$ cat src/rtl/hydra_pkg.sv
// Shared types and constants for the hydra port scheduler.
// WRR weight: queue 0 gets the largest share.
package hydra_pkg;

  localparam int NUM_PRI = 8;
  localparam int PRI_W   = $clog2(NUM_PRI);
  localparam int CNT_W   = 10;
  localparam int CRD_W   = PRI_W + 1;

  typedef logic [PRI_W-1:0] pri_t;
  typedef logic [CNT_W-1:0] cnt_t;
  typedef logic [CRD_W-1:0] crd_t;

  typedef enum logic [1:0] {
    IDLE,
    GRANT,
    WAIT_EOP
  } state_e;

  function automatic crd_t weight(pri_t p);
    return crd_t'(NUM_PRI) - crd_t'(p);
  endfunction

endpackage

$ cat src/rtl/hydra_port_scheduler_if.sv
// Scheduler request/grant bundle.
// master drives enqueue/ready/eop, slave returns grants and status.
interface hydra_port_scheduler_if;
  import hydra_pkg::*;

  logic               wrr_enable;
  logic               enq_vld;
  pri_t               enq_pri;
  logic               ready;
  logic               rd_eop;
  logic               sched_vld;
  pri_t               sched_pri;
  logic               busy;
  logic [NUM_PRI-1:0] q_nonempty;
  logic               ovf_err;
  logic               eop_err;

  modport master (
    output wrr_enable, enq_vld, enq_pri,
    output ready, rd_eop,
    input  sched_vld, sched_pri, busy,
    input  q_nonempty, ovf_err, eop_err
  );

  modport slave (
    input  wrr_enable, enq_vld, enq_pri,
    input  ready, rd_eop,
    output sched_vld, sched_pri, busy,
    output q_nonempty, ovf_err, eop_err
  );

endinterface

$ cat src/rtl/hydra_pri_select.sv
// Queue picker: lowest nonempty index, or first
// nonempty searching circularly from ptr+1.
import hydra_pkg::*;

module hydra_pri_select (
  input  logic [NUM_PRI-1:0] nonempty,
  input  pri_t               ptr,
  input  logic               circ,
  output pri_t               idx,
  output logic               found
);

  always_comb begin
    idx   = '0;
    found = |nonempty;
    if (circ) begin
      // offset NUM_PRI wraps to ptr itself, checked last
      for (int k = NUM_PRI; k >= 1; k--) begin
        if (nonempty[ptr + pri_t'(k)]) idx = ptr + pri_t'(k);
      end
    end else begin
      for (int k = NUM_PRI - 1; k >= 0; k--) begin
        if (nonempty[k]) idx = pri_t'(k);
      end
    end
  end

endmodule

$ cat src/rtl/hydra_port_scheduler.sv
// Per-port dequeue scheduler: packet counters per priority,
// strict or WRR selection, one grant per packet until rd_eop.
import hydra_pkg::*;

module hydra_port_scheduler (
  input  logic                  clk,
  input  logic                  rst_n,
  hydra_port_scheduler_if.slave bus
);

  state_e state_q, state_d;
  cnt_t   cnt_q [NUM_PRI];
  cnt_t   cnt_d [NUM_PRI];
  logic   pend_q, pend_d;
  pri_t   sel_q, sel_d;
  logic   mode_q, mode_d;
  logic   last_q, last_d;
  pri_t   ptr_q, ptr_d;
  crd_t   crd_q, crd_d;
  logic   vld_q, vld_d;
  pri_t   spri_q, spri_d;
  logic   busy_q, busy_d;
  logic   ovf_q, ovf_d;
  logic   eop_q, eop_d;

  logic [NUM_PRI-1:0] nonempty;
  logic wrr_chg;
  pri_t eff_ptr;
  crd_t eff_crd;
  crd_t crd_dec;
  pri_t pick;
  logic found;
  logic take;

  always_comb begin
    for (int p = 0; p < NUM_PRI; p++) begin
      nonempty[p] = cnt_q[p] != '0;
    end
  end

  // a mode flip restarts the WRR round before selecting
  always_comb begin
    wrr_chg = (state_q == IDLE) && (bus.wrr_enable != last_q);
    eff_ptr = wrr_chg ? '0 : ptr_q;
    eff_crd = wrr_chg ? weight('0) : crd_q;
  end

  hydra_pri_select u_sel (
    .nonempty (nonempty),
    .ptr      (eff_ptr),
    .circ     (bus.wrr_enable),
    .idx      (pick),
    .found    (found)
  );

  always_comb begin
    state_d = state_q;
    cnt_d   = cnt_q;
    pend_d  = pend_q;
    sel_d   = sel_q;
    mode_d  = mode_q;
    last_d  = last_q;
    ptr_d   = ptr_q;
    crd_d   = crd_q;
    vld_d   = 1'b0;
    spri_d  = spri_q;
    busy_d  = 1'b0;
    ovf_d   = ovf_q;
    eop_d   = eop_q;
    take    = 1'b0;
    crd_dec = crd_q - crd_t'(1);

    for (int p = 0; p < NUM_PRI; p++) begin
      if (bus.enq_vld && bus.enq_pri == pri_t'(p) &&
          !(state_q == GRANT && sel_q == pri_t'(p))) begin
        if (cnt_q[p] == '1) ovf_d = 1'b1;
        else cnt_d[p] = cnt_q[p] + cnt_t'(1);
      end else if (!(bus.enq_vld && bus.enq_pri == pri_t'(p)) &&
                   state_q == GRANT && sel_q == pri_t'(p)) begin
        cnt_d[p] = cnt_q[p] - cnt_t'(1);
      end
    end

    unique case (state_q)
      IDLE: begin
        if (wrr_chg) begin
          ptr_d  = eff_ptr;
          crd_d  = eff_crd;
          last_d = bus.wrr_enable;
        end
        if ((pend_q || bus.ready) && found) begin
          take    = 1'b1;
          state_d = GRANT;
          mode_d  = bus.wrr_enable;
          if (bus.wrr_enable && nonempty[eff_ptr] &&
              eff_crd != '0) begin
            sel_d = eff_ptr;
          end else begin
            sel_d = pick;
            if (bus.wrr_enable) begin
              ptr_d = pick;
              crd_d = weight(pick);
            end
          end
        end
      end
      GRANT: begin
        vld_d   = 1'b1;
        spri_d  = sel_q;
        busy_d  = 1'b1;
        state_d = WAIT_EOP;
        if (mode_q) begin
          if (crd_dec == '0 || cnt_d[sel_q] == '0) begin
            ptr_d = ptr_q + pri_t'(1);
            crd_d = weight(ptr_q + pri_t'(1));
          end else begin
            crd_d = crd_dec;
          end
        end
      end
      WAIT_EOP: begin
        busy_d = 1'b1;
        if (bus.rd_eop) begin
          busy_d  = 1'b0;
          state_d = IDLE;
        end
      end
      default: state_d = IDLE;
    endcase

    pend_d = take ? 1'b0 : (pend_q | bus.ready);
    eop_d  = eop_q | (bus.rd_eop && state_q != WAIT_EOP);
  end

  always_ff @(posedge clk or negedge rst_n) begin
    if (!rst_n) begin
      state_q <= IDLE;
      for (int p = 0; p < NUM_PRI; p++) cnt_q[p] <= '0;
      pend_q  <= 1'b0;
      sel_q   <= '0;
      mode_q  <= 1'b0;
      last_q  <= 1'b0;
      ptr_q   <= '0;
      crd_q   <= weight('0);
      vld_q   <= 1'b0;
      spri_q  <= '0;
      busy_q  <= 1'b0;
      ovf_q   <= 1'b0;
      eop_q   <= 1'b0;
    end else begin
      state_q <= state_d;
      cnt_q   <= cnt_d;
      pend_q  <= pend_d;
      sel_q   <= sel_d;
      mode_q  <= mode_d;
      last_q  <= last_d;
      ptr_q   <= ptr_d;
      crd_q   <= crd_d;
      vld_q   <= vld_d;
      spri_q  <= spri_d;
      busy_q  <= busy_d;
      ovf_q   <= ovf_d;
      eop_q   <= eop_d;
    end
  end

  assign bus.sched_vld  = vld_q;
  assign bus.sched_pri  = spri_q;
  assign bus.busy       = busy_q;
  assign bus.q_nonempty = nonempty;
  assign bus.ovf_err    = ovf_q;
  assign bus.eop_err    = eop_q;

endmodule

$ cat src/flat_wrapper.sv
// flat-port wrapper written by rule: the top's interface ports become plain ports
module hydra_port_scheduler_flat 
  (clk, rst_n, bus_wrr_enable, bus_enq_vld, bus_enq_pri, bus_ready, bus_rd_eop, bus_sched_vld, bus_sched_pri, bus_busy, bus_q_nonempty, bus_ovf_err, bus_eop_err);
  hydra_port_scheduler_if bus_i ();
  input  logic clk;
  input  logic rst_n;
  input wire logic [$bits(bus_i.wrr_enable)-1:0] bus_wrr_enable;
  input wire logic [$bits(bus_i.enq_vld)-1:0] bus_enq_vld;
  input wire logic [$bits(bus_i.enq_pri)-1:0] bus_enq_pri;
  input wire logic [$bits(bus_i.ready)-1:0] bus_ready;
  input wire logic [$bits(bus_i.rd_eop)-1:0] bus_rd_eop;
  output wire logic [$bits(bus_i.sched_vld)-1:0] bus_sched_vld;
  output wire logic [$bits(bus_i.sched_pri)-1:0] bus_sched_pri;
  output wire logic [$bits(bus_i.busy)-1:0] bus_busy;
  output wire logic [$bits(bus_i.q_nonempty)-1:0] bus_q_nonempty;
  output wire logic [$bits(bus_i.ovf_err)-1:0] bus_ovf_err;
  output wire logic [$bits(bus_i.eop_err)-1:0] bus_eop_err;
  assign bus_i.wrr_enable = bus_wrr_enable;
  assign bus_i.enq_vld = bus_enq_vld;
  assign bus_i.enq_pri = bus_enq_pri;
  assign bus_i.ready = bus_ready;
  assign bus_i.rd_eop = bus_rd_eop;
  assign bus_sched_vld = bus_i.sched_vld;
  assign bus_sched_pri = bus_i.sched_pri;
  assign bus_busy = bus_i.busy;
  assign bus_q_nonempty = bus_i.q_nonempty;
  assign bus_ovf_err = bus_i.ovf_err;
  assign bus_eop_err = bus_i.eop_err;
  hydra_port_scheduler u_core (.clk(clk), .rst_n(rst_n), .bus(bus_i));
endmodule
$ cat config.mk
export PLATFORM = sky130hd
export DESIGN_NAME = hydra_port_scheduler_flat
export DESIGN_NICKNAME = d
export VERILOG_FILES = /design/src/rtl/hydra_pkg.sv /design/src/rtl/hydra_port_scheduler_if.sv /design/src/rtl/hydra_pri_select.sv /design/src/rtl/hydra_port_scheduler.sv /design/src/flat_wrapper.sv
export SDC_FILE = /design/constraint.sdc
export NUM_CORES = 1
export LEC_CHECK = 0
export ABC_AREA = 1
export CORE_UTILIZATION = 35
export CTS_CLUSTER_SIZE = 30
export DETAILED_ROUTE_END_ITERATION = 8
export DONT_BUFFER_PORTS = 1
export GPL_TIMING_DRIVEN = 0
export HOLD_SLACK_MARGIN = 0.03
export PLACE_DENSITY_LB_ADDON = 0.25
export RECOVER_POWER = 50
export SLEW_MARGIN = 20
export SYNTH_ARGS = -nofsm -noshare
export SYNTH_HDL_FRONTEND = slang
export SYNTH_SLANG_ARGS = --single-unit
$ cat constraint.sdc
create_clock -name clk -period 7.8 [get_ports clk]
set_input_delay 1.17 -clock clk [delete_from_list [all_inputs] [get_ports clk]]
set_output_delay 1.17 -clock clk [all_outputs]
set_load 0.005 [all_outputs]
# Word-level counts from Yosys, hierarchy flattened
# Cells that the tools add are included.
[word_totals]
ff_bits = 102
input_bits = 9
out_inout_bits = 15
[classes]
add_sub_neg = 27
magnitude_cmp = 9
eq_ne = 30
n_mux = 102
bitwise_logic = 3
reduce_logical = 84
[op_table]
columns = ["operator", "count"]
rows = [
  ["10-bit two-way mux", 26],
  ["10-bit by 1-bit adder with 10-bit output (second input constant)", 8],
  ["10-bit == test (second input constant)", 8],
  ["10-bit nonzero test", 8],
  ["10-bit by 1-bit subtractor with 10-bit output (second input constant)", 8],
  ["3-bit two-way mux", 25],
  ["1-bit logical AND", 45],
  ["3-bit by 4-bit less-than comparator with 1-bit output (second input constant)", 8],
  ["10-bit binary-select mux with 3-bit select", 1],
  ["1-bit two-way mux", 29],
  ["4-bit two-way mux", 7],
  ["1-bit binary-select mux with 3-bit select", 8],
  ["3-bit == test (second input constant)", 8],
  ["1-bit zero test", 16],
  ["3-bit adder (second input constant)", 4],
  ["3-bit by 2-bit == test with 1-bit output (second input constant)", 4],
  ["10-bit zero test", 1],
  ["2-bit != test (second input constant)", 4],
  ["4-bit case mux with 2 select lines", 1],
  ["2-bit AND reduction", 4],
  ["8-bit OR reduction", 1],
  ["4-bit by 3-bit subtractor with 4-bit output (first input constant)", 2],
  ["3-bit by 1-bit adder with 3-bit output (second input constant)", 2],
  ["3-bit by 2-bit adder with 3-bit output (second input constant)", 2],
  ["other kinds (20)", 25],
]

# Depth between registers and ports, before layout
# Gate-level depths: netlist of run 1.
[depth]
depth_word = 19
ltp_mapped = 30
ltp_nobuf = 30

# Cells and area by module
# From an unflattened synthesis of run 1, not the netlist that was laid out.
[unflattened]
hier_cells = 1672
hier_area_um2 = 10000.8
[by_module_without_submodules]
columns = ["mod", "n_inst", "cells_per_inst", "area_each_um2", "seq_area_each_um2"]
rows = [
  ["hydra_port_scheduler", 1, 1514, 9173.8, 2553.7],
  ["hydra_pri_select", 1, 158, 827.0, 0.0],
]

# Least setup slack after synthesis of run 1
# Ideal clock, no wire load.
[synth_path]
path_kind = "in2reg"
startpoint = "input bus_wrr_enable"
endpoint = "register u_core.crd_q[2]"
setup_time_ps = 65
t_arrival_ps = 3758
required_ps = 7735
slack_ps = 3977
cell_stages = 28
n_path_buf = 1
path_cell_list = "buf_6 > nor2_2 > inv_1 > nand3_2 > nand2_1 > ha_1 > inv_1 > nand3_1 > nand3_1 > nand2_1 > a21oi_1 > nand2_1 > nand2_1 > nand2_1 > nand2_1 > nand2_1 > nand2_1 > nand2_1 > a21oi_2 > ha_1 > nand2_1 > o21ai_0 > nand2_1 > o211ai_1 > nand2_1 > nand2_1 > nand2_1 > nand2_1"
[synth_via]
elab_chain_cells = 19
elab_cells_between_ends = 45
[synth_rtl]
columns = ["element", "line_no", "source"]
rows = [
  ["start: declaration", "flat_wrapper.sv:7", "input wire logic [$bits(bus_i.wrr_enable)-1:0] bus_wrr_enable;"],
  ["1-bit != test", "hydra_port_scheduler.sv:43", "wrr_chg = (state_q == IDLE) && (bus.wrr_enable != last_q);"],
  ["1-bit logical AND", "hydra_port_scheduler.sv:43", ""],
  ["3-bit two-way mux", "hydra_port_scheduler.sv:44", "eff_ptr = wrr_chg ? '0 : ptr_q;"],
  ["3-bit adder or 1-bit binary-select mux with 3-bit select (tied branches)", "hydra_pri_select.sv:19, hydra_port_scheduler.sv:95", ""],
  ["1-bit binary-select mux with 3-bit select or 1-bit two-way mux (tied branches)", "hydra_pri_select.sv:19, hydra_port_scheduler.sv:95", ""],
  ["1-bit two-way mux (implied by the code) or 3-bit two-way mux (tied branches)", "hydra_pri_select.sv:19", "if (nonempty[ptr + pri_t'(k)]) idx = ptr + pri_t'(k);"],
  ["3-bit two-way mux (7 in series)", "hydra_pri_select.sv:19", ""],
  ["3-bit two-way mux", "hydra_pri_select.sv:16", "if (circ) begin"],
  ["4-bit by 3-bit subtractor with 4-bit output", "hydra_pkg.sv:21", "return crd_t'(NUM_PRI) - crd_t'(p);"],
  ["4-bit two-way mux", "hydra_port_scheduler.sv:100", "if (bus.wrr_enable) begin"],
  ["4-bit two-way mux", "hydra_port_scheduler.sv:95", "if (bus.wrr_enable && nonempty[eff_ptr] &&"],
  ["4-bit two-way mux *", "hydra_port_scheduler.sv:91", "if ((pend_q || bus.ready) && found) begin"],
  ["4-bit case mux with 2 select lines *", "hydra_port_scheduler.sv:84", "unique case (state_q)"],
  ["end signal: assignment", "hydra_port_scheduler.sv:144", "crd_q <= weight('0);"],
  ["end signal: assignment", "hydra_port_scheduler.sv:158", "crd_q <= crd_d;"],
  ["end: declaration", "hydra_port_scheduler.sv:19", "crd_t crd_q, crd_d;"],
]
# Mark *: on every way between the ends. The rest lies on a longest branch, timed or not. The select of a mux whose other input is x is not followed.
# A chain may end at the register's enable or synchronous reset.

# Worst setup path after layout of run 1
# Ends and elaborated chain as after synthesis.

==> summary.txt, run 1 <==
Outcome
  • Status: complete, but fails checks
  • Failing checks: design-rule violations

Drt
  • Via Count: 9505
  • Via-to-Cell Ratio: 5.05
  • Number of remaining DRC errors: 2
  • First-pass DRT Iterations: 7
  • Routed WL: 26800 um
  • Routed WL per cell: 14.2 um
  • Antenna viol nets, final: 0
  • First DRT Iteration DRCs: between 600 and 700

Worst setup path
  • CP top delay family: simple AND/OR/NAND/NOR gates
  • WP data arrival: 4550 ps
  • Worst R2R Start: u_core.state_q[0]
  • CP endpoint kind: register
  • Crit path required time: ~8100 ps
  • R2R Setup Slk: 4110 ps
  • CP Max Fanout: 10
  • Critical Path Stages: 27
  • R2r endpoint: u_core.crd_q[2]
  • Setup crit start kind: input pin
  • Crit-path slowest cell: ha_1
  • Critical Path Max Stage Delay: 510 ps
  • R2R cell count: 28
  • Worst path bufs/invs: 3
  • Cell mode on critical path: nand2_1
  • WS Path Type: input pin to register

Synth
  • Synth warn: 0
  • Post-synth EDFFs: 0
  • Yosys cell types: 44
  • Syn Std Cell Area: between 9000 and 10000 um^2
  • Primary FF master, synth: dfrtp_1
  • Post-synth net total: around 1600
  • Seq cells post-synth: 102
  • Synthesized area per cell: 6.11 um^2
  • Gate Count Post-Synth: 1532
  • Seq/Total Area, Yosys: a little over a quarter
  • Asr flop ratio synth: 100%

STA
  • Final setup fails: 0
  • Pins Over Slew Limit: 0
  • Worst Tran Pin Value: 736 ps
  • TNS Setup: 0 ps
  • Final period utilization: 54.9%
  • Clk_skew: 13.4 ps
  • RSZ-0062 raised after global routing: no
  • Max Freq: 234 MHz
  • Final min period: 4280 ps
  • Final Hold Viols: 0
  • Slew margin rel.: 50.8%

Cells and area
  • Filler cell count: 2917
  • Ant diodes: 0
  • Util after Layout: 38.5%
  • Final non-filler cell total: around 1900
  • # nets final: 1577
  • Share of post-route cells with drive strength above 1: 6.78%
  • Layout area overhead: 7.48%
  • Most common cell after layout, fill and taps aside: nand2_1
  • Commonest cells after routing, fill and taps aside: nand2_1, inv_1, nor2_1, nand3_1, dfrtp_1

Clock network
  • CTS root buf: clkbuf_16
  • Clock-pin transition on the worst setup and hold timing paths: roughly 80 ps
  • Total CTS buffers: 9
  • Post-CTS Hold Buffers: 0
  • Setup Buffers After CTS: 0
  • CTS H-tree depth: 3
  • Clk buf depth: 2
  • Clk sinks: 102
  • Clock latency at the later pin of the worst-skew pair: 370 ps
  • CTS tree: done
  • Post_cts resized: 0

Die
  • Core Rows: 59
  • Die height: roughly 170 um
  • Die area: 27400 um^2
  • # IOs: 24
  • Die width: between 150 and 200 um
  • Initial core utilization: ~36%
  • Area of the core: between 20000 and 30000 um^2

Placed design
  • Final Wtd Congestion: approximately 0.9
  • Post-DP HPWL: 20900 um
  • Port-buffer cells: 0
  • Post-placement cell count: 1867

Power and ir drop
  • Pwr/cell area: between 300 and 400 nW/um^2
  • Flop pwr share: 25.9%
  • Worst IR drop on VDD: 236 uV
  • Clock power share: 11.5%
  • Switch share: a little over half
  • Static Leak: 5.03 nW
  • Int Pwr: around 1.8 mW
  • Psw: 2.15 mW
  • Combinational share of power: roughly 63%

GRT
  • Vias in the first global route: 8722
  • Largest net degree at the start of global routing: slightly above 100
  • GRT overflow: 0
  • Total GRT Usage: approximately a fifth
  • Initial antenna violation count: 0
  • First-pass GRT wire length: about 44000 um

Hold path
  • Classification of the worst-slack hold path: input pin to asynchronous set/reset pin

Run
  • Number of max-cap violations: 0
[power by group through the flow]
stage / Sequential, mW / Combinational (mW) / Clock, mW
2_1_floorplan: 0.957 / 1.96 / 0
3_3_place_gp: 1.03 / 2.45 / 0
3_5_place_dp: 1.03 / 2.46 / 0
4_1_cts: 1.02 / 2.47 / 0.474
5_1_grt: 1.07 / 2.86 / 0.489
6_report: 1.03 / 2.48 / 0.457
[layer usage]
metal,share of wire (%),GRT usage (%),vias to the layer above,wire [um]
li1,-,-,4921,-
met1,50,28.4,4350,13300
met2,44,32.1,194,11800
met3,3.8,2.82,40,1030
met4,2.3,6.82,0,622
met5,0,0,-,0
[cell type report]
type | instances | area (um^2) | share of cell area (%)
multi-input cells | 1212 | 5950 | 59.1
flip-flops and latches | 102 | 2550 | 25.4
inverters | 194 | 728 | 7.24
well taps | 335 | 419 | 4.17
clock buffers | 9 | 225 | 2.24
plain buffers | 24 | 118 | 1.17
clock inverters | 7 | 67.6 | 0.671
[cells in the mapped netlist, types with 4 or more instances]
| cell | count | area, um^2 |
|---|---|---|
| nand2_1 | 509 | 1910 |
| nor2_1 | 170 | 638 |
| inv_1 | 169 | 634 |
| nand3_1 | 168 | 841 |
| dfrtp_1 | 101 | 2530 |
| o21ai_0 | 59 | 295 |
| xor2_1 | 58 | 508 |
| a21oi_1 | 32 | 160 |
| nor3_1 | 30 | 150 |
| ha_1 | 25 | 313 |
| inv_2 | 25 | 93.8 |
| o21ai_1 | 22 | 110 |
| nand4_1 | 21 | 131 |
| nand2_2 | 16 | 100 |
| buf_2 | 14 | 70.1 |
| nor2_2 | 14 | 87.6 |
| o211ai_1 | 13 | 97.6 |
| nor2_4 | 11 | 124 |
| xnor2_1 | 11 | 96.3 |
| and2_1 | 8 | 50.1 |
| clkbuf_1 | 7 | 26.3 |
| o22ai_1 | 5 | 31.3 |
| o31ai_1 | 5 | 37.5 |
| a21boi_0 | 4 | 30.0 |
| a31oi_1 | 4 | 25.0 |
[sequential cells by signal, indices dropped and copies added (netlist names), 2 cells and up]
name                  count
u_core.bus.sched_pri      3
u_core.cnt_q             80
u_core.crd_q              4
u_core.ptr_q              3
u_core.sel_q              3
u_core.state_q            2
[how the worst max path moves through the flow]
stage                         startpoint         endpoint  slack (ps)
after floorplan           bus_wrr_enable  u_core.crd_q[2]        3980
after global placement    bus_wrr_enable  u_core.crd_q[1]        3430
after detailed placement  bus_wrr_enable  u_core.crd_q[2]        3430
after CTS                 bus_wrr_enable  u_core.crd_q[1]        3820
after global routing      bus_wrr_enable  u_core.crd_q[2]        3000
final                     bus_wrr_enable  u_core.crd_q[2]        3520
[metrics by stage]
stage / setup slack [ps] / hold slack, ps / cell area [um^2] / total power, mW
floorplan: 3980 / 464 / 9360 / 2.91
global placement: 3430 / 477 / 9780 / 3.48
detailed placement: 3430 / 488 / 9780 / 3.49
CTS: 3820 / 481 / 10100 / 3.97
global route: 3000 / 485 / 10100 / 4.41
finish: 3520 / 502 / 10100 / 3.97
[cell families (layout without fill, tap and decap cells)]
group / Yosys count / count (layout) / synth area share (%)
and+or+nand+nor: 958 / 958 / 44.0
buffers and inverters: 218 / 234 / 9.13
AOI/OAI and AO/OA: 160 / 160 / 9.84
DFF: 102 / 102 / 27.3
xor gates and xnor gates: 69 / 69 / 6.45
adders and majority gates: 25 / 25 / 3.34
Note: power is estimated with default switching activity, not from simulation.
==> inputs of run 2 (changes only) <==
- clock period: 7.8 -> 3.8 ns (I/O delays scaled with it)
==> summary.txt, run 2 (synthesis results as in run 1) <==
Outcome
  • Status: complete, but fails checks
  • Failing checks: design-rule violations, max-capacitance violations, max-slew violations

Die
  • # IOs: 24
  • Core Rows: 59
  • Initial core utilization: 35.8%
  • Die height: 166 um
  • Area of the core: 26100 um^2
  • Die area: 27400 um^2
  • Die width: between 150 and 200 um

STA
  • Final Hold Viols: 0
  • Final min period: 3380 ps
  • Slew margin rel.: -80.2%
  • Worst Tran Pin Value: around 2700 ps
  • Clk_skew: 12.4 ps
  • Final setup fails: 0
  • Worst setup margin: 421 ps
  • TNS Setup: 0 ps
  • Final period utilization: 88.9%
  • Max Freq: 296 MHz
  • Pins Over Slew Limit: 102
  • RSZ-0062 raised after global routing: no

Worst setup path
  • Setup crit start kind: register
  • WP data arrival: 3690 ps
  • Crit path required time: 4110 ps
  • WS Path Type: register to register
  • R2R cell count: 27
  • CP Max Fanout: 4
  • CP endpoint kind: register

GRT
  • Largest net degree at the start of global routing: 102
  • First-pass GRT wire length: 44300 um
  • Initial antenna violation count: 0
  • Vias in the first global route: 8704
  • Total GRT Usage: 20.5%
  • GRT overflow: 0

Power and ir drop
  • Pwr/cell area: 813 nW/um^2
  • Static Leak: a little over 5 nW
  • Worst IR drop on VDD: 528 uV

Drt
  • Via Count: 9534
  • Number of remaining DRC errors: 2
  • First DRT Iteration DRCs: between 600 and 700
  • Routed WL: 27100 um
  • Routed WL per cell: 14.3 um
  • First-pass DRT Iterations: 7
  • Antenna viol nets, final: 0
  • Via-to-Cell Ratio: around 5.1

Clock network
  • Clock-pin transition on the worst setup and hold timing paths: 80 ps
  • CTS H-tree depth: 3
  • Clock latency at the later pin of the worst-skew pair: 370 ps
  • Clk buf depth: 2
  • CTS root buf: clkbuf_16
  • Clk sinks: between 100 and 150
  • CTS tree: done
  • Total CTS buffers: 9

Run
  • Number of max-cap violations: 1

Hold path
  • WHS Path Cells: 2
  • Classification of the worst-slack hold path: input pin to register

Placed design
  • Port-buffer cells: 0
  • Post-DP HPWL: 20900 um
  • DP Area: ~9800 um^2
  • Final Wtd Congestion: 0.918
  • Pre-CTS setup slack: a little over 30 ps
  • Post-placement cell count: 1867

Cells and area
  • Post-route cell area: a little over 10000 um^2
  • Final non-filler cell total: 1887
  • Most common cell after layout, fill and taps aside: nand2_1
  • Largest register FFs: 80
  • Layout area overhead: 8.71%
  • Largest Register: u_core.cnt_q
  • # nets final: 1581
  • Biggest regs: u_core.cnt_q x80, u_core.crd_q x4
  • Share of post-route cells with drive strength above 1: under 10%
  • Commonest cells after routing, fill and taps aside: nand2_1, inv_1, nor2_1, nand3_1, dfrtp_1
  • Ant diodes: 0
## run 2: changes by cell type in the layout (fill, tap and decap cells not counted), sizes merged
cell	before	now
buf	15	19
clkbuf	18	17
dlygate4sd3	0	1
## run 2: final cells by class
cell class	count	area (um^2)
Tap cell	335	419
Sequential cell	102	2550
Inverter	194	728
Multi-Input combinational cell	1212	6030
Fill cell	2911	16000
Timing Repair Buffer	4	30.0
Clock buffer	9	225
Buffer	24	126
Clock inverter	7	67.6
## run 2: what timing repair did
action | CTS | global route
gates resized for setup | 0 | 18
hold endpoints to repair | 101 | 0
setup endpoints to repair | 0 | 2
hold buffers | 2 | 0
buffers inserted | 0 | 2
## run 2: metrics by stage
step / total power, mW / hold slack, ps / utilization [%]
floorplan: 5.98 / 274 / -
global placement: 7.15 / 282 / 37.4
detailed placement: 7.17 / 282 / 37.4
CTS: 8.18 / 163 / 38.7
global route: 9.19 / 334 / 38.9
finish: 8.28 / 339 / 38.9
## run 2: where the power goes
group          total (mW)  internal [mW]  leakage, nW  switching, mW
logic                5.22           1.77         3.67           3.45
clock network       0.944          0.461        0.140          0.483
registers            2.12           1.56         1.25          0.561
## run 2: routing by layer
| layer | GRT usage [%] | up-vias | wire length [um] |
|---|---|---|---|
| li1 | - | 4930 | - |
| met1 | 28.6 | 4386 | 13200 |
| met2 | 32.3 | 182 | 12100 |
| met3 | 2.22 | 36 | 1040 |
| met4 | 7.98 | 0 | 702 |
| met5 | 0 | - | 0 |
## run 2: final timing paths
kind | slack, ps | to | from
max | 420 | u_core.crd_q[2] | u_core.cnt_q[70]
min | 340 | u_core.bus.eop_err | bus_rd_eop
max reg2reg | 420 | u_core.crd_q[2] | u_core.cnt_q[70]
min reg2reg | 510 | u_core.mode_q | u_core.mode_q
max in group asynchronous | 1180 | u_core.cnt_q[52] | rst_n
min in group asynchronous | 680 | u_core.crd_q[3] | rst_n
## run 2: critical path: stages, from the launching register on
cell	delay [ps]
dfrtp_1	420
inv_1	150
ha_1	240
nand2_1	140
nor2_1	440
nand2_1	90
nand2_1	140
nand2_1	80
nand3_1	130
nand2_1	90
a21oi_1	120
nand2_1	60
nand2_1	50
nand2_1	50
nand2_1	60
nand2_1	50
nand2_1	50
nand2_1	80
a21oi_2	180
ha_1	180
nand2_1	50
o21ai_0	60
nand2_1	70
o211ai_1	90
nand2_1	80
nand2_1	70
nand2_1	40
nand2_1	70
==> inputs of run 3 (changes only) <==
- SYNTH_HIERARCHICAL: unset -> 1
==> summary.txt, run 3 <==
Drt
  • First-pass DRT Iterations: 5
  • Via-to-Cell Ratio: 5.05
  • Number of remaining DRC errors: 0
  • First DRT Iteration DRCs: between 1000 and 1500
  • Routed WL per cell: 14.5 um
  • Antenna viol nets, final: 0
  • Via Count: 10453
  • Routed WL: 30000 um

Synth
  • Multiplexer share of the synthesized area: 0%
  • Synth warn: 6
  • Primary FF master, synth: dfrtp_1
  • Synthesized area per cell: 5.98 um^2
  • Post-Synth Simple-Gate Area: 49.6%
  • Most frequent cell after synthesis: nand2_1
  • Synth Area in Compound Gates: about 7.6%
  • XOR/XNOR share of the synthesized area: between 4 and 5%
  • Seq cells post-synth: 102
  • Largest family of logic cells by synthesized area: simple AND/OR/NAND/NOR gates
  • Post-synth top area share: 25.3%
  • Post-synth EDFFs: 0
  • Gate Count Post-Synth: 1672
  • Yosys top cell by area: dfrtp_1
  • Asr flop ratio synth: 100%
  • Synth area leaders: dfrtp_1, nand2_1, nand3_1, inv_1, nor2_1
  • Area share of fa/ha/maj cells after synthesis: approximately 3.1%
  • Yosys cell types: 50
  • Seq/Total Area, Yosys: 25.5%
  • Commonest cells post-synth: nand2_1, nand3_1, inv_1, nor2_1, dfrtp_1
  • Post-synth net total: 1706
  • Syn Std Cell Area: around 10000 um^2

Cells and area
  • # nets final: between 1500 and 2000
  • Most common cell after layout, fill and taps aside: nand2_1
  • Register area: 2550 um^2
  • Largest Register: u_core/cnt_q
  • Filler cell count: 3130
  • Share of post-route cells with drive strength above 1: 9.05%
  • Post-route cell area: 10900 um^2
  • Biggest regs: u_core/cnt_q x80, u_core/crd_q x4
  • Area of the multi-input gates: around 6500 um^2
  • Layout area overhead: 8.89%
  • Util after Layout: around 39%
  • Ant diodes: 0
  • Final non-filler cell total: 2068
  • Commonest cells after routing, fill and taps aside: nand2_1, nand3_1, inv_1, nor2_1, dfrtp_1
  • Largest register FFs: 80

Clock network
  • Clk sinks: between 100 and 150
  • CTS root buf: clkbuf_16
  • Clock latency at the later pin of the worst-skew pair: 370 ps
  • Clock-pin transition on the worst setup and hold timing paths: around 80 ps
  • CTS H-tree depth: 3
  • CTS tree: done
  • Total CTS buffers: 9
  • Clk buf depth: 2

STA
  • Final Hold Viols: 0
  • TNS Setup: 0 ps
  • Final setup fails: 0
  • Worst Tran Pin Value: 2700 ps
  • Final min period: ~3600 ps
  • Worst hold slack: 319 ps
  • Clk_skew: 15.1 ps
  • Pins Over Slew Limit: around 100
  • Slew margin rel.: -80.3%
  • Final period utilization: 93.4%
  • Max Freq: around 280 MHz
  • RSZ-0062 raised after global routing: no

GRT
  • GRT overflow: 0
  • Largest net degree at the start of global routing: 102
  • First-pass GRT wire length: 49600 um
  • Vias in the first global route: 9651
  • Initial antenna violation count: 0
  • Total GRT Usage: 21.5%

Worst setup path
  • WS Path Type: register to register
  • WP data arrival: 3840 ps
  • Crit path required time: approximately 4100 ps
  • Crit-path slowest cell: dfrtp_1
  • Critical Path Max Stage Delay: 370 ps
  • CP top delay family: simple AND/OR/NAND/NOR gates
  • Worst path bufs/invs: 6
  • CP Max Fanout: 9
  • Setup crit start kind: register
  • CP endpoint kind: register
  • Cell mode on critical path: nand2_1

Outcome
  • Status: complete, but fails checks
  • Failing checks: max-capacitance violations, max-slew violations

Die
  • Die area: 29300 um^2
  • Die width: 171 um
  • Die height: 171 um
  • Initial core utilization: a little over a third
  • # IOs: 24
  • Core Rows: 61
  • Area of the core: 27900 um^2

Placed design
  • Port-buffer cells: 0
  • Final Wtd Congestion: 0.867
  • DP Area: 10500 um^2
  • Post-DP HPWL: 22800 um
  • Post-placement cell count: 2050

Run
  • Number of max-cap violations: 1

Power and ir drop
  • Static Leak: 5.64 nW
  • Pwr/cell area: 786 nW/um^2
  • Worst IR drop on VDD: 360 uV

Hold path
  • Classification of the worst-slack hold path: input pin to register
## run 3: cell count changes in the layout (fill, tap and decap cells not counted), moves of 8 or more
cell | before | now
xor2_1 | 58 | 34
nand2_1 | 506 | 585
o21ai_1 | 22 | 12
nand3_1 | 166 | 214
nand2_2 | 17 | 25
nand4_1 | 21 | 36
nand3_2 | 3 | 22
inv_1 | 168 | 191
nor3_1 | 30 | 14
## run 3: where the power goes
part / leakage, nW / internal [mW] / total, mW / switching [mW]
registers: 1.25 / 1.56 / 2.14 / 0.583
clock network: 0.148 / 0.524 / 1.00 / 0.481
logic: 4.24 / 1.84 / 5.42 / 3.58
total: 5.64 / 3.92 / 8.56 / 4.64
## run 3: repair_timing
item                                    CTS  global route
pin swaps                                 0             5
cloned                                    0             0
gates resized for setup                  11            22
endpoints found under the setup margin    8             5
hold buffers                              2             0
setup buffers                             0             1
hold endpoints to repair                101             0
## run 3: per-layer routing
layer / vias up / share of wire (%) / track usage [%]
met4: 0 / 1.9 / 5.47
met2: 241 / 46 / 35.1
li1: 5359 / - / -
met3: 35 / 5.0 / 3.49
met5: - / 0 / 0
met1: 4818 / 48 / 29.2
## run 3: path summary, 6_finish.rpt
| path | end | start | slack [ps] | depth (start not counted) |
|---|---|---|---|---|
| hold / removal | u_core/last_q | bus_wrr_enable | 320 | 2 |
| setup reg to reg | u_core/crd_q[2] | u_core/state_q[0] | 250 | 26 |
| hold reg to reg | u_core/mode_q | u_core/mode_q | 490 | 2 |
| max in group asynchronous | u_core/cnt_q[0] | rst_n | 1030 | 1 |
| setup / recovery | u_core/crd_q[2] | u_core/state_q[0] | 250 | 26 |
| min in group asynchronous | u_core/crd_q[3] | rst_n | 790 | 1 |
## run 3: cell type report
class                      instances  area share [%]
multi-input combinational       1325            60.0
sequential                       102            23.5
inverter                         216            7.63
tap                              378            4.34
clock buffer                      10            2.10
buffer                            28            1.62
clock inverter                     6           0.678
timing repair buffer               3           0.207
## run 3: stage by stage
step	power, mW	setup slack [ps]
2_1_floorplan	6.12	357
3_3_place_gp	7.31	-491
3_5_place_dp	7.36	-510
4_1_cts	8.50	37.6
5_1_grt	9.50	4.48
6_report	8.56	249
## run 3: cells by family after synthesis
family	after synthesis
AO/OA/AOI/OAI	135
XOR/XNOR	45
adder cells (fa/ha/maj)	25
buffers and inverters	245
flip-flops	102
AND/OR/NAND/NOR	1120
